==> config.mk <==
export PLATFORM = sky130hd
export DESIGN_NAME = ads_sample_decimator
export DESIGN_NICKNAME = d
export VERILOG_FILES = /design/src/rtl/ads_sample_decimator.sv
export SDC_FILE = /design/constraint.sdc
export NUM_CORES = 1
export LEC_CHECK = 0
export BUFFER_PORTS_ARGS = -buffer_cell sky130_fd_sc_hd__buf_2
export CORE_MARGIN = 2
export CORE_UTILIZATION = 55
export DETAILED_ROUTE_END_ITERATION = 10
export PLACE_DENSITY = 0.76
export SYNTH_ARGS = -nofsm -noshare
export SYNTH_HDL_FRONTEND = slang
export SYNTH_SLANG_ARGS = --single-unit
==> constraint.sdc <==
create_clock -name clk -period 3.7 [get_ports clk]
set_input_delay 0.185 -clock clk [delete_from_list [all_inputs] [get_ports clk]]
set_output_delay 0.185 -clock clk [all_outputs]
set_load 0.005 [all_outputs]
==> src/rtl/ads_sample_decimator.sv <==
// Block-averaging decimator for the ADS127L01 sample stream, with a FWFT
// output FIFO (valid/ready) and a sticky overflow flag for dropped results.
module ads_sample_decimator #(
  parameter int DECIM_LOG2 = 2,
  parameter int FIFO_DEPTH = 16
) (
  input  logic                          clk,
  input  logic                          rst_n,
  input  logic                          en,
  input  logic [23:0]                   in_data,
  input  logic                          in_valid,
  output logic [31:0]                   out_data,
  output logic                          out_valid,
  input  logic                          out_ready,
  output logic [$clog2(FIFO_DEPTH):0]   fill,
  output logic                          overflow,
  input  logic                          clr_ovf
);
  localparam int ACC_W = 24 + DECIM_LOG2;
  localparam int AW    = $clog2(FIFO_DEPTH);
  localparam int FW    = AW + 1;
  localparam logic [DECIM_LOG2:0] LAST = (DECIM_LOG2+1)'((1 << DECIM_LOG2) - 1);

  logic signed [ACC_W-1:0] acc, sum, shifted;
  logic [DECIM_LOG2:0]     cnt;
  logic                    push_req;
  logic [31:0]             push_data;

  // Wide enough that 2^DECIM_LOG2 full-scale samples can never wrap.
  assign sum     = acc + ACC_W'($signed(in_data));
  assign shifted = sum >>> DECIM_LOG2;

  always_ff @(posedge clk or negedge rst_n) begin
    if (!rst_n) begin
      acc       <= '0;
      cnt       <= '0;
      push_req  <= 1'b0;
      push_data <= '0;
    end else begin
      push_req <= 1'b0;
      if (!en) begin
        acc <= '0;
        cnt <= '0;
      end else if (in_valid) begin
        if (cnt < LAST) begin
          acc <= sum;
          cnt <= cnt + 1'b1;
        end else begin
          acc       <= '0;
          cnt       <= '0;
          push_req  <= 1'b1;
          push_data <= 32'($signed(shifted[23:0]));
        end
      end
    end
  end

  logic [31:0]   mem [FIFO_DEPTH];
  logic [FW-1:0] wptr, rptr;
  logic          empty, full, pop, push_ok, drop;

  assign fill      = wptr - rptr;
  assign empty     = (wptr == rptr);
  assign full      = (fill == FW'(FIFO_DEPTH));
  assign out_valid = !empty;
  assign out_data  = empty ? 32'd0 : mem[rptr[AW-1:0]];
  assign pop       = out_valid && out_ready;
  // A pop in the same cycle frees the head slot, so a push into a full FIFO is legal then.
  assign push_ok   = push_req && (!full || pop);
  assign drop      = push_req && full && !pop;

  always_ff @(posedge clk) begin
    if (push_ok) mem[wptr[AW-1:0]] <= push_data;
  end

  always_ff @(posedge clk or negedge rst_n) begin
    if (!rst_n) begin
      wptr     <= '0;
      rptr     <= '0;
      overflow <= 1'b0;
    end else begin
      if (push_ok) wptr <= wptr + 1'b1;
      if (pop)     rptr <= rptr + 1'b1;
      if (drop)         overflow <= 1'b1;
      else if (clr_ovf) overflow <= 1'b0;
    end
  end
endmodule

======== Yosys cells after proc, flatten, opt, wreduce, memory -nomap -nowiden ========
Memories as Yosys holds them, arrays and structs flattened.
Cells that the tools add are included.
W data, S select, Z words.
operators by class
  $add $sub $neg .......................... 5
  $lt $le $gt $ge ......................... 1
  equal/unequal tests ..................... 3
  muxes and demuxes ....................... 14
  bitwise logic cells ..................... 1
  reductions and logical operators ........ 10
operators by type and width
  cell                   number
  $mux W26               3
  $mux W32               1
  $add A26 B24 Y26       1
  $add A5 B1 Y5 const B  2
  $mux W3                3
  $mux W1                7
  $eq A5 B5 Y1           1
  $eq A5 B5 Y1 const B   1
  $sub A5 B5 Y5          1
  $logic_and A1 B1 Y1    4
  $add A3 B1 Y3 const B  1
  $logic_not A1 Y1       3
  $lt A3 B2 Y1 const B   1
  $reduce_and A3 Y1      1
  $ne A2 B1 Y1 const B   1
  $reduce_bool A2 Y1     1
  $logic_or A1 B1 Y1     1
  $not A1 Y1             1
storage, ports and cells
  register bits after elaboration ......... 65
  memory bits (writable) .................. 512
  input port bits ......................... 30
  output and inout bits ................... 39
  logic and storage cells ................. 42
  memories ................................ 1
memories
  memory  depth  width  read ports  clocked after Yosys merged registers in  write ports  line  source
  mem     16     32     1           0                                        1            58    logic [31:0] mem [FIFO_DEPTH];

======== Depth between registers and ports, before layout ========
Gate-level depths: netlist (run 1).
  depth after elaboration ................. 7
  mapped depth ............................ 14
  depth with buffers taken out ............ 10

======== Worst setup path after synthesis (run 1) ========
No wires, ideal clock.
  kind .................................... register to register
  start ................................... register rptr[1]
  end ..................................... memory mem[10][0], enable pin
  setup time .............................. 0.361 ns
  arrival ................................. 3.510 ns
  required time ........................... 3.339 ns
  setup slack ............................. -0.171 ns
  cell stages (with the launch flop) ...... 14
  buffers on the path ..................... 4
  clock period less this slack ............ 3.871 ns
  cells stage by stage .................... dfrtp_1 clkbuf_1 clkbuf_1 buf_1 inv_1 ha_1 and4_1 nand2_2 and2_4 buf_6 or4_4 o31a_4 nor2b_4 and3_1
between the ends
  longest elaborated chain between the ends .. 7
  elaborated cells on any way between the ends .. 10
  those cells by class .................... add/sub (1); eq/ne (2); mux (2); reduce/logical (5)
ends and longest elaborated chain
  item                                                            line    source
  start: declaration                                              59      logic [FW-1:0] wptr, rptr;
  start signal: assignment                                        83      if (pop) rptr <= rptr + 1'b1;
  $sub A5 B5 Y5 / $eq A5 B5 Y1 (equally long branches)            62, 63
  $eq A5 B5 Y1 / $logic_not A1 Y1 (equally long branches)         64, 65
  $logic_not A1 Y1 / $logic_and A1 B1 Y1 (equally long branches)  69, 67
  $logic_or A1 B1 Y1 (*)                                          69      assign push_ok = push_req && (!full || pop);
  $logic_and A1 B1 Y1 (*)                                         69
  $mux W1 (*)                                                     73      if (push_ok) mem[wptr[AW-1:0]] <= push_data;
  $mux W1 (not written as such) (*)                               73
  end: declaration                                                58
Every way passes the cells marked *; elsewhere a longest branch is shown, timed or not.

======== Worst setup path after layout (run 1) ========
  start ................................... register rptr[0]
  end ..................................... output out_data[22]
between the ends
  longest elaborated chain between the ends .. 2
  elaborated cells on any way between the ends .. 3
  those cells by class .................... eq/ne (1); mux (1); memory (1)
ends and longest elaborated chain
  item                                                    line  source
  $mem_v2 Z16 W32 / $eq A5 B5 Y1 (equally long branches)  -
  $mux W32 (*)                                            66    assign out_data = empty ? 32'd0 : mem[rptr[AW-1:0]];
  end: declaration                                        12    output logic [31:0] out_data,
Marks and branches as above.

==> impl_summary.log, run 1 <==
INFO  metric outcome = complete, no violations
INFO  metric hold_path_class = in2reg
INFO  metric post_layout_nonfiller_instances = 1571
INFO  metric layout_cell_share_with_drive_strength_beyond_1 = 28.0%
INFO  metric power.share.sequential = 41.8%
INFO  metric cp.required = 3.51 ns
INFO  metric drv.max_cap_violation_count = 0
INFO  metric r2r_setup_slack = 0.39 ns
INFO  metric design.core.area = 33700 um2
INFO  metric remaining_number_of_nets_flagged_by_the_antenna_check_after_routing = 0
INFO  metric final.hold.worst_slack = 0.0227 ns
INFO  metric drt_drc_violations_left = 0
INFO  metric final.fill_count = 2332
INFO  metric slew_viol_final = 0
INFO  metric netlist_top_cells_area = sky130_fd_sc_hd__edfxtp_1 (61%), sky130_fd_sc_hd__mux4_2 (14%), sky130_fd_sc_hd__dfrtp_1 (8.6%)
INFO  metric power.ir.vdd_worst = 0.000830 V
INFO  metric synth_edf_count = 384
INFO  metric internal-power = 0.0110 W
INFO  metric globalplace.congestion = 0.872
INFO  metric clock_path_buffers = 3
INFO  metric sw_frac_of_total = 29.8%
INFO  metric totalWireLength = 39900 um
INFO  metric worst-path-max-fanout = 99
INFO  metric drt_first_iter_violations = 1028
INFO  metric setup_viol = 0
INFO  metric end_kind = output pin
INFO  metric placed_wire_length_estimate_after_detailed_placement = 23800 um
INFO  metric layout_min_cycle_time = 3.44 ns
INFO  metric comb_power_share = 28.6%
INFO  metric track_usage = 22.9%
INFO  metric mappedNetlistNets = 1080
INFO  metric design.die.area = 35900 um2
INFO  metric worst-endpoint-arrival = 3.26 ns
INFO  metric worstHoldStart = in_valid
INFO  metric first_global_vias = 9931
INFO  metric cts_sinks = 449
INFO  metric max_slew_margin = 41.5%
INFO  metric die_height = 189 um
INFO  metric synth_top_cell_by_area = sky130_fd_sc_hd__edfxtp_1
INFO  metric clkSlewWorstSetupHoldPaths = 0.07 ns
INFO  metric net-switching-power = 0.00469 W
INFO  metric power_density = 740 nW/um2
INFO  metric floorplan.io_pins = 69
INFO  metric cell_type_with_the_highest_occurrence_count_on_the_critical_path = sky130_fd_sc_hd__mux4_2
INFO  metric slew_at_the_pin_closest_to_its_max_slew_limit = 0.874 ns
INFO  metric setup-tns-final = 0 ns
INFO  metric grt_first_pass_wirelength = 60700 um
INFO  metric rsz_0062_raised_after_global_routing = false
INFO  metric seq_area_frac_synth = 69.6%
INFO  metric critPathMaxStageDelay = 0.68 ns
INFO  metric areaGrowthSynthToFinish = 12.5%
INFO  metric floorplan.rows = 67
INFO  metric cts-htree-levels = 2
INFO  metric most_common_library_cell_in_the_layout_ignoring_fill_and_taps = sky130_fd_sc_hd__edfxtp_1
INFO  metric worst_skew_pair.late_latency = 0.54 ns
INFO  metric critical_path_cell_list = buf_12, mux4_2, mux4_2, and2_1, buf_2
INFO  metric max_freq = 0.291 GHz
INFO  metric floorplan.initialDensity = 56.1%
INFO  metric first_pass_iters = 6
INFO  metric post_drt_via_cell_ratio = 6.24
INFO  metric hold_violations = 0
INFO  metric num_vias = 9801
INFO  metric synth_warnings = 0
INFO  metric finish.utilization = 63.1%
INFO  metric leakage = 7.56 nW
INFO  metric place.port_buffers = 68
INFO  metric netlist-cell-type-count = 67
INFO  metric antennaDiodeCount = 0
INFO  metric layout_common_cells = sky130_fd_sc_hd__edfxtp_1 (384), sky130_fd_sc_hd__mux4_2 (120), sky130_fd_sc_hd__buf_2 (68)
INFO  metric post-synth-top-area-fraction = 61.0%
INFO  metric postSynthCellCount = 1013
INFO  metric fp.dieW = 189 um
INFO  metric numPlacedInstances = 1485
INFO  metric avgSynthCellArea = 18.7 um2
INFO  metric wire_per_inst = 25.4 um
INFO  metric worst_hold_path.num_cells = 3
INFO  metric critPathKind = reg2out
INFO  metric timing.critical_path.slowest_stage_cell = sky130_fd_sc_hd__mux4_2
INFO  metric dp_worst_setup_slack = 0.435 ns
INFO  metric critPathLaunchType = flip-flop
INFO  metric worstRegToRegCells = 10
INFO  metric async_reset_ff_share = 14.5%
INFO  metric grt_overflow = 0
INFO  metric clkPwrFrac = 29.7%
INFO  metric ys_seq_elements = 449
INFO  metric r2r-start = wptr[0]
INFO  metric synth_ff_type = sky130_fd_sc_hd__edfxtp_1
INFO  metric timing.critical_path.max_delay_family = multiplexers
INFO  metric post-route-period-util = 93.0%
INFO  metric final.setup.worst_slack = 0.259 ns
INFO  metric grt_start_max_net_pins = 100
INFO  metric clock-skew-final = 0.0159 ns
INFO  metric tritoncts.num_buffers = 44
INFO  metric summed_instance_area_of_the_synthesized_netlist = 18900 um2
INFO  metric cts_tree = yes
INFO  metric antenna_found_initial = 0
INFO  metric ctsRootBufferMaster = sky130_fd_sc_hd__clkbuf_16
INFO  metric timing.critical_path.buf_inv = 2
INFO  metric regToRegEndpoint = mem[9][20]
INFO  metric holdPathEnd = cnt[0]
INFO  metric num-nets-final = 1155
## logic make-up after synthesis
kind of cell / Yosys count / synth area share (%)
compound gates: 124 / 4.75
xor+xnor: 34 / 1.58
fa+ha+maj: 37 / 2.53
buf+inv: 74 / 1.76
flops: 449 / 69.6
mux: 132 / 15.0
simple gates: 163 / 4.77
## worst max-delay path by stage
stage               slack, ns  depth (start not counted)           end     from
global placement         0.55                          8    mem[9][30]  wptr[2]
CTS                      0.24                          5  out_data[22]  rptr[0]
global route             0.13                          5  out_data[22]  rptr[0]
detailed placement       0.44                         10    mem[9][17]  wptr[0]
floorplan                0.08                         12    mem[14][0]  rptr[1]
finish                   0.26                          5  out_data[22]  rptr[0]
## cell type report
cell class / count / area (um2) / area share, %
clock buffer: 52 / 1160 / 5.47
clock inverter: 29 / 360 / 1.70
timing repair buffer: 86 / 513 / 2.41
multi-input combinational: 490 / 5430 / 25.5
sequential: 449 / 13200 / 61.9
tap: 448 / 561 / 2.64
inverter: 17 / 63.8 / 0.300
## tightest hold or removal path, stage by stage
cell	delay [ns]
sky130_fd_sc_hd__buf_2	0.11
sky130_fd_sc_hd__nor2b_1	0.05
sky130_fd_sc_hd__o21a_1	0.18
## power by group through the flow
stage | Clock [W] | Sequential (W) | Combinational [W]
after floorplan | 0 | 0.00639 | 0.00324
after global placement | 0 | 0.00662 | 0.00446
after detailed placement | 0 | 0.00666 | 0.00448
after CTS | 0.00472 | 0.00656 | 0.00456
after global routing | 0.00490 | 0.00662 | 0.00486
final | 0.00467 | 0.00657 | 0.00449
## state kept, by name (all words and copies together) (netlist names)
register,cells
rptr,5
cnt,3
wptr,5
push_data,24
acc,26
mem,384
push_req,1
overflow,1
## synthesized netlist by cell type (all sizes together), types with 4 or more instances
cell	instances
and2	28
nor2	11
nand3	7
inv	17
xnor2	20
and4b	4
nor2b	5
and3b	4
xor2	14
a22oi	6
mux2	10
buf	27
o21ai	20
ha	35
nor3	6
nand4	8
a22o	23
dfrtp	65
a21oi	24
or4	4
edfxtp	384
clkbuf	30
nand2	60
and3	10
o31ai	5
a21o	10
mux4	120
o211ai	5
and4	8
## what timing repair did
action                                  CTS  global route
endpoints found under the hold margin    35             0
buffers inserted                          0             0
hold buffers                              5             0
resized for setup                         0             0
endpoints found under the setup margin    0             0
## layer usage
| metal | vias up | track usage (%) | share of wire (%) |
|---|---|---|---|
| met5 | - | 0 | 0 |
| met4 | 0 | 6.23 | 2.2 |
| met3 | 59 | 3.56 | 6.8 |
| met2 | 365 | 36.7 | 48 |
| met1 | 5102 | 33.4 | 43 |
| li1 | 4275 | - | - |
## per-stage QoR
stage / power (W) / cell area, um2
floorplan: 0.00963 / 18900
global placement: 0.0111 / 19700
detailed placement: 0.0111 / 19700
CTS: 0.0158 / 21300
global route: 0.0164 / 21300
finish: 0.0157 / 21300
No activity file was read; power rests on OpenSTA's default activity.
==> run 2, diff against run 1 <==
REMOVE_ABC_BUFFERS = 1   (was default)
==> run 2 against run 1 <==
Against the previous run:
- critical path type unchanged
- power down 3.0%
- final cell count rose by 1.1%
- global-route usage grew 1.6 points
- clock-buffer cell count rose by 11
- first-iteration DRC count rose by 11%
- highest routed layer unchanged
==> impl_summary.log, run 2 (synthesis results as in run 1) <==
INFO  metric clock_path_buffers = 3 (unchanged)
INFO  metric critPathLaunchType = flip-flop (unchanged)
INFO  metric post_drt_via_cell_ratio = 6.31 (was 6.24)
INFO  metric hold_path_class = in2reg (unchanged)
INFO  metric hold_violations = 0 (unchanged)
INFO  metric grt_first_pass_wirelength = 64900 um (was 60700 um)
INFO  metric max_slew_margin = 41.0% (was 41.5%)
INFO  metric track_usage = 24.5% (was 22.9%)
INFO  metric tritoncts.num_buffers = 45 (was 44)
INFO  metric rsz_0062_raised_after_global_routing = false (unchanged)
INFO  metric globalplace.congestion = 0.865 (was 0.872)
INFO  metric antenna_found_initial = 0 (unchanged)
INFO  metric power_density = 718 nW/um2 (was 740 nW/um2)
INFO  metric sw_frac_of_total = 29.3% (was 29.8%)
INFO  metric slew_viol_final = 0 (unchanged)
INFO  metric final.setup.worst_slack = 0.327 ns (was 0.259 ns)
INFO  metric antennaDiodeCount = 0 (unchanged)
INFO  metric comb_power_share = 28.5% (was 28.6%)
INFO  metric die_height = 189 um (unchanged)
INFO  metric floorplan.rows = 67 (unchanged)
INFO  metric num-nets-final = 1173 (was 1155)
INFO  metric power.share.sequential = 42.8% (was 41.8%)
INFO  metric dp_worst_setup_slack = 0.491 ns (was 0.435 ns)
INFO  metric cts_tree = yes (unchanged)
INFO  metric worstHoldStart = in_valid (unchanged)
INFO  metric worst-path-max-fanout = 99 (unchanged)
INFO  metric num_vias = 10000 (was 9801)
INFO  metric areaGrowthSynthToFinish = 12.5% (about the same)
INFO  metric drt_drc_violations_left = 0 (unchanged)
INFO  metric floorplan.io_pins = 69 (unchanged)
INFO  metric final_design_area_no_fill = 21300 um2 (about the same)
INFO  metric total_power = 0.0153 W (was 0.0157 W)
INFO  metric r2r-start = wptr[0] (unchanged)
INFO  metric leakage = 7.60 nW (was 7.56 nW)
INFO  metric clock-skew-final = 0.0162 ns (was 0.0159 ns)
INFO  metric critical_path_cell_list = buf_12, mux4_2, mux4_2, and2_1, buf_2 (unchanged)
INFO  metric grt_start_max_net_pins = 100 (unchanged)
INFO  metric clkSlewWorstSetupHoldPaths = 0.06 ns (was 0.07 ns)
INFO  metric dpl-instance-area = 19800 um2 (was 19700 um2)
INFO  metric post-route-period-util = 91.2% (was 93.0%)
INFO  metric max_freq = 0.296 GHz (was 0.291 GHz)
INFO  metric post-cts-setup-buffers = 0 (unchanged)
INFO  metric design.core.area = 33700 um2 (unchanged)
INFO  metric end_kind = output pin (unchanged)
INFO  metric place.port_buffers = 68 (unchanged)
INFO  metric timing.critical_path.buf_inv = 2 (unchanged)
INFO  metric net-switching-power = 0.00447 W (was 0.00469 W)
INFO  metric drv.max_cap_violation_count = 0 (unchanged)
INFO  metric cts_sinks = 449 (unchanged)
INFO  metric wire_per_inst = 26.7 um (was 25.4 um)
INFO  metric remaining_number_of_nets_flagged_by_the_antenna_check_after_routing = 0 (unchanged)
INFO  metric ctsRootBufferMaster = sky130_fd_sc_hd__clkbuf_16 (unchanged)
INFO  metric first_global_vias = 10200 (was 9931)
INFO  metric fp.dieW = 189 um (unchanged)
INFO  metric worst-endpoint-arrival = 3.19 ns (was 3.26 ns)
INFO  metric cp.required = 3.51 ns (about the same)
INFO  metric layout_min_cycle_time = 3.37 ns (was 3.44 ns)
INFO  metric setup_viol = 0 (unchanged)
INFO  metric layout_common_cells = sky130_fd_sc_hd__edfxtp_1 (384), sky130_fd_sc_hd__mux4_2 (120), sky130_fd_sc_hd__buf_2 (67) (was sky130_fd_sc_hd__edfxtp_1 (384), sky130_fd_sc_hd__mux4_2 (120), sky130_fd_sc_hd__buf_2 (68))
INFO  metric placed_wire_length_estimate_after_detailed_placement = 24500 um (was 23800 um)
INFO  metric outcome = complete, no violations (unchanged)
INFO  metric drt_first_iter_violations = 1137 (was 1028)
INFO  metric clkPwrFrac = 28.7% (was 29.7%)
INFO  metric totalWireLength = 42500 um (was 39900 um)
INFO  metric most_common_library_cell_in_the_layout_ignoring_fill_and_taps = sky130_fd_sc_hd__edfxtp_1 (unchanged)
INFO  metric final.hold.worst_slack = 0.0206 ns (was 0.0227 ns)
INFO  metric critPathMaxStageDelay = 0.61 ns (was 0.68 ns)
INFO  metric timing.critical_path.max_delay_family = multiplexers (unchanged)
INFO  metric critPathLaunch = rptr[0] (unchanged)
INFO  metric critPathKind = reg2out (unchanged)
INFO  metric internal-power = 0.0108 W (was 0.0110 W)
INFO  metric grt_overflow = 0 (unchanged)
INFO  metric slew_at_the_pin_closest_to_its_max_slew_limit = 0.884 ns (was 0.874 ns)
INFO  metric layout_cell_share_with_drive_strength_beyond_1 = 26.5% (was 28.0%)
INFO  metric largest_reg_flops = 384 (unchanged)
INFO  metric first_pass_iters = 6 (unchanged)
INFO  metric cell_type_with_the_highest_occurrence_count_on_the_critical_path = sky130_fd_sc_hd__mux4_2 (unchanged)
INFO  metric timing.critical_path.slowest_stage_cell = sky130_fd_sc_hd__mux4_2 (unchanged)
INFO  metric design.die.area = 35900 um2 (unchanged)
INFO  metric worst_skew_pair.late_latency = 0.55 ns (was 0.54 ns)
INFO  metric cts-htree-levels = 2 (unchanged)
INFO  metric power.ir.vdd_worst = 0.000577 V (was 0.000830 V)
INFO  metric floorplan.initialDensity = 56.1% (unchanged)
==> run 2: changes by cell type in the layout (fill, tap and decap cells not counted), sizes merged <==
cell,delta
buf,+17
bufinv,-4
clkbuf,+11
clkinv,-1
clkinvlp,-3
inv,-3
==> run 2: routing by layer <==
layer  share of wire, %  vias up  global-route usage [%]  wire length [um]
met5                  0        -                       0                 0
li1                   -     4298                       -                 -
met4                1.8        0                    5.55               753
met1                 40     5250                    34.7             17200
met2                 51      417                    41.4             21700
met3                6.6       56                    2.97              2800
==> run 2: worst paths after layout <==
| check | end | slack (ns) | cells after the start |
|---|---|---|---|
| setup / recovery | out_data[26] | 0.33 | 5 |
| hold / removal | cnt[0] | 0.02 | 3 |
| setup reg to reg | mem[13][2] | 0.43 | 10 |
| hold reg to reg | wptr[4] | 0.49 | 1 |
| max in group asynchronous | rptr[1] | 2.76 | 2 |
| min in group asynchronous | wptr[3] | 0.31 | 2 |
==> run 2: power groups by stage <==
stage	Clock (W)	Sequential, W	Combinational [W]
after global placement	0	0.00658	0.00435
after floorplan	0	0.00680	0.00286
final	0.00438	0.00654	0.00435
after CTS	0.00444	0.00653	0.00442
after detailed placement	0	0.00663	0.00435
after global routing	0.00463	0.00660	0.00474
==> run 2: cell type report <==
type	count	area (um2)
timing repair buffer	103	656
clock buffer	63	1220
multi-input combinational	490	5410
inverter	17	63.8
tap	448	561
fill	2336	12400
clock inverter	18	185
sequential	449	13200
==> run 2: what timing repair did <==
action	CTS	global route
hold buffers	5	0
hold endpoints to repair	69	0
resized for setup	0	0
==> run 2: worst min-delay path: cells and delay by family <==
family	cells	cell delay, ns
AOI/OAI and AO/OA	1	0.17
buffers and inverters	1	0.12
and+or+nand+nor	1	0.05
==> run 2: through the flow <==
stage	setup TNS [ns]	cells	util, %
after floorplan	-1151.26	956	-
after global placement	0	1502	58.8
after detailed placement	0	1502	58.8
after CTS	0	1588	63.1
after global routing	0	1588	63.1
final	0	1588	63.1
==> run 3, diff against run 2 <==
MAX_ROUTING_LAYER = met4   (was default)
==> run 3 against run 2 <==
Against the previous run:
- critical path type unchanged
- clock skew is essentially flat
- critical path depth is the same
- via count grew 0.13%
- global-route usage grew 0.74 points
- highest routed layer unchanged
- largest cell class unchanged
- critical endpoint unchanged
- power is essentially flat
- largest power group unchanged
==> impl_summary.log, run 3 (synthesis results as in run 1) <==
INFO  metric floorplan.io_pins = 69 (unchanged)
INFO  metric setup_viol = 0 (unchanged)
INFO  metric clock_path_buffers = 3 (unchanged)
INFO  metric layout_cell_share_with_drive_strength_beyond_1 = 26.5% (unchanged)
INFO  metric num-nets-final = 1173 (unchanged)
INFO  metric critPathLaunchType = flip-flop (unchanged)
INFO  metric final.hold.worst_slack = 0.0217 ns (was 0.0206 ns)
INFO  metric leakage = 7.60 nW (unchanged)
INFO  metric outcome = complete, no violations (unchanged)
INFO  metric layout_min_cycle_time = 3.37 ns (about the same)
INFO  metric numPlacedInstances = 1502 (unchanged)
INFO  metric holdPathEnd = cnt[0] (unchanged)
INFO  metric grt_overflow = 0 (unchanged)
INFO  metric hold_violations = 0 (unchanged)
INFO  metric cp.required = 3.51 ns (about the same)
INFO  metric areaGrowthSynthToFinish = 12.5% (unchanged)
INFO  metric worst-path-max-fanout = 99 (unchanged)
INFO  metric design.core.area = 33700 um2 (unchanged)
INFO  metric r2r-start = wptr[0] (unchanged)
INFO  metric drt_first_iter_violations = 1122 (was 1137)
INFO  metric final.setup.worst_slack = 0.328 ns (was 0.327 ns)
INFO  metric largest_reg_flops = 384 (unchanged)
INFO  metric floorplan.initialDensity = 56.1% (unchanged)
INFO  metric die_height = 189 um (unchanged)
INFO  metric post_drt_via_cell_ratio = 6.32 (was 6.31)
INFO  metric post-route-period-util = 91.1% (was 91.2%)
INFO  metric tritoncts.num_buffers = 45 (unchanged)
INFO  metric layout_common_cells = sky130_fd_sc_hd__edfxtp_1 (384), sky130_fd_sc_hd__mux4_2 (120), sky130_fd_sc_hd__buf_2 (67) (unchanged)
INFO  metric max_slew_margin = 40.1% (was 41.0%)
INFO  metric critPathKind = reg2out (unchanged)
INFO  metric clkSlewWorstSetupHoldPaths = 0.06 ns (about the same)
INFO  metric placed_wire_length_estimate_after_detailed_placement = 24500 um (unchanged)
INFO  metric cts_sinks = 449 (unchanged)
INFO  metric slew_viol_final = 0 (unchanged)
INFO  metric first_global_vias = 10200 (about the same)
INFO  metric first_pass_iters = 5 (was 6)
INFO  metric globalplace.congestion = 0.879 (was 0.865)
INFO  metric drv.max_cap_violation_count = 0 (unchanged)
INFO  metric worst-endpoint-arrival = 3.19 ns (about the same)
INFO  metric floorplan.rows = 67 (unchanged)
INFO  metric grt_start_max_net_pins = 100 (unchanged)
INFO  metric worst_hold_path.num_cells = 3 (unchanged)
INFO  metric total_power = 0.0153 W (about the same)
INFO  metric cts-htree-levels = 2 (unchanged)
INFO  metric worst_skew_pair.late_latency = 0.55 ns (about the same)
INFO  metric track_usage = 25.2% (was 24.5%)
INFO  metric power_density = 718 nW/um2 (about the same)
INFO  metric cts_tree = yes (unchanged)
INFO  metric place.port_buffers = 68 (unchanged)
INFO  metric grt_first_pass_wirelength = 64800 um (was 64900 um)
INFO  metric antenna_found_initial = 0 (unchanged)
INFO  metric max_freq = 0.297 GHz (was 0.296 GHz)
INFO  metric rsz_0062_raised_after_global_routing = false (unchanged)
INFO  metric num_vias = 10000 (about the same)
INFO  metric worstRegToRegCells = 10 (unchanged)
INFO  metric antennaDiodeCount = 0 (unchanged)
INFO  metric totalWireLength = 42500 um (about the same)
INFO  metric remaining_number_of_nets_flagged_by_the_antenna_check_after_routing = 0 (unchanged)
INFO  metric ctsRootBufferMaster = sky130_fd_sc_hd__clkbuf_16 (unchanged)
INFO  metric post_layout_nonfiller_instances = 1588 (unchanged)
INFO  metric dp_worst_setup_slack = 0.491 ns (unchanged)
INFO  metric cts_resized = 0 (unchanged)
INFO  metric design.die.area = 35900 um2 (unchanged)
INFO  metric r2r_setup_slack = 0.44 ns (was 0.43 ns)
INFO  metric regToRegEndpoint = mem[13][2] (unchanged)
INFO  metric hold_path_class = in2reg (unchanged)
INFO  metric wire_per_inst = 26.8 um (was 26.7 um)
INFO  metric slew_at_the_pin_closest_to_its_max_slew_limit = 0.897 ns (was 0.884 ns)
INFO  metric drt_drc_violations_left = 0 (unchanged)
INFO  metric clock-skew-final = 0.0160 ns (was 0.0162 ns)
INFO  metric most_common_library_cell_in_the_layout_ignoring_fill_and_taps = sky130_fd_sc_hd__edfxtp_1 (unchanged)
INFO  metric worstHoldStart = in_valid (unchanged)
INFO  metric end_kind = output pin (unchanged)
INFO  metric power.ir.vdd_worst = 0.000573 V (was 0.000577 V)
INFO  metric fp.dieW = 189 um (unchanged)
[run 3: cell counts in the layout (fill, tap and decap cells not counted)]
Identical to the previous run, type by type.
[run 3: metal layers]
| layer | wire length (um) | track usage, % | vias up |
|---|---|---|---|
| met3 | 2370 | 2.97 | 59 |
| met2 | 21700 | 41.2 | 364 |
| li1 | - | - | 4299 |
| met4 | 764 | 5.55 | 0 |
| met1 | 17700 | 34.8 | 5312 |
| met5 | 0 | - | - |
[run 3: how the worst max path moves through the flow]
| stage | from | to | slack [ns] | depth (start not counted) |
|---|---|---|---|---|
| after floorplan | rptr[0] | mem[3][0] | -2.89 | 9 |
| after global placement | wptr[0] | mem[13][6] | 0.56 | 8 |
| after detailed placement | wptr[0] | mem[13][30] | 0.49 | 10 |
| after CTS | rptr[0] | out_data[26] | 0.28 | 5 |
| after global routing | rptr[0] | out_data[27] | 0.14 | 5 |
| final | rptr[0] | out_data[26] | 0.33 | 5 |
[run 3: power breakdown]
group          internal [W]  switching (W)
Clock               0.00253        0.00185
Sequential          0.00604       0.000504
Combinational       0.00223        0.00211
[run 3: final cells by class]
class                      count  area [um2]
sequential                   449       13200
fill                        2336       12400
multi-input combinational    490        5410
clock buffer                  63        1220
timing repair buffer         103         656
tap                          448         561
clock inverter                18         185
inverter                      17        63.8
[run 3: worst max-delay path: stages (launching register included)]
cell	delay [ns]
sky130_fd_sc_hd__dfrtp_4	0.43
sky130_fd_sc_hd__buf_12	0.55
sky130_fd_sc_hd__mux4_2	0.61
sky130_fd_sc_hd__mux4_2	0.49
sky130_fd_sc_hd__and2_1	0.25
sky130_fd_sc_hd__buf_2	0.16
[run 3: per-stage QoR]
step	utilization (%)	TNS [ns]	instance area (um2)
2_1_floorplan	-	-1151.26	18600
3_3_place_gp	58.8	0	19800
3_5_place_dp	58.8	0	19800
4_1_cts	63.1	0	21300
5_1_grt	63.1	0	21300
6_report	63.1	0	21300
[run 3: what timing repair did]
item,in CTS,in global routing
hold buffers,5,0
endpoints found under the hold margin,69,0
endpoints found under the setup margin,0,0
setup buffers,0,0
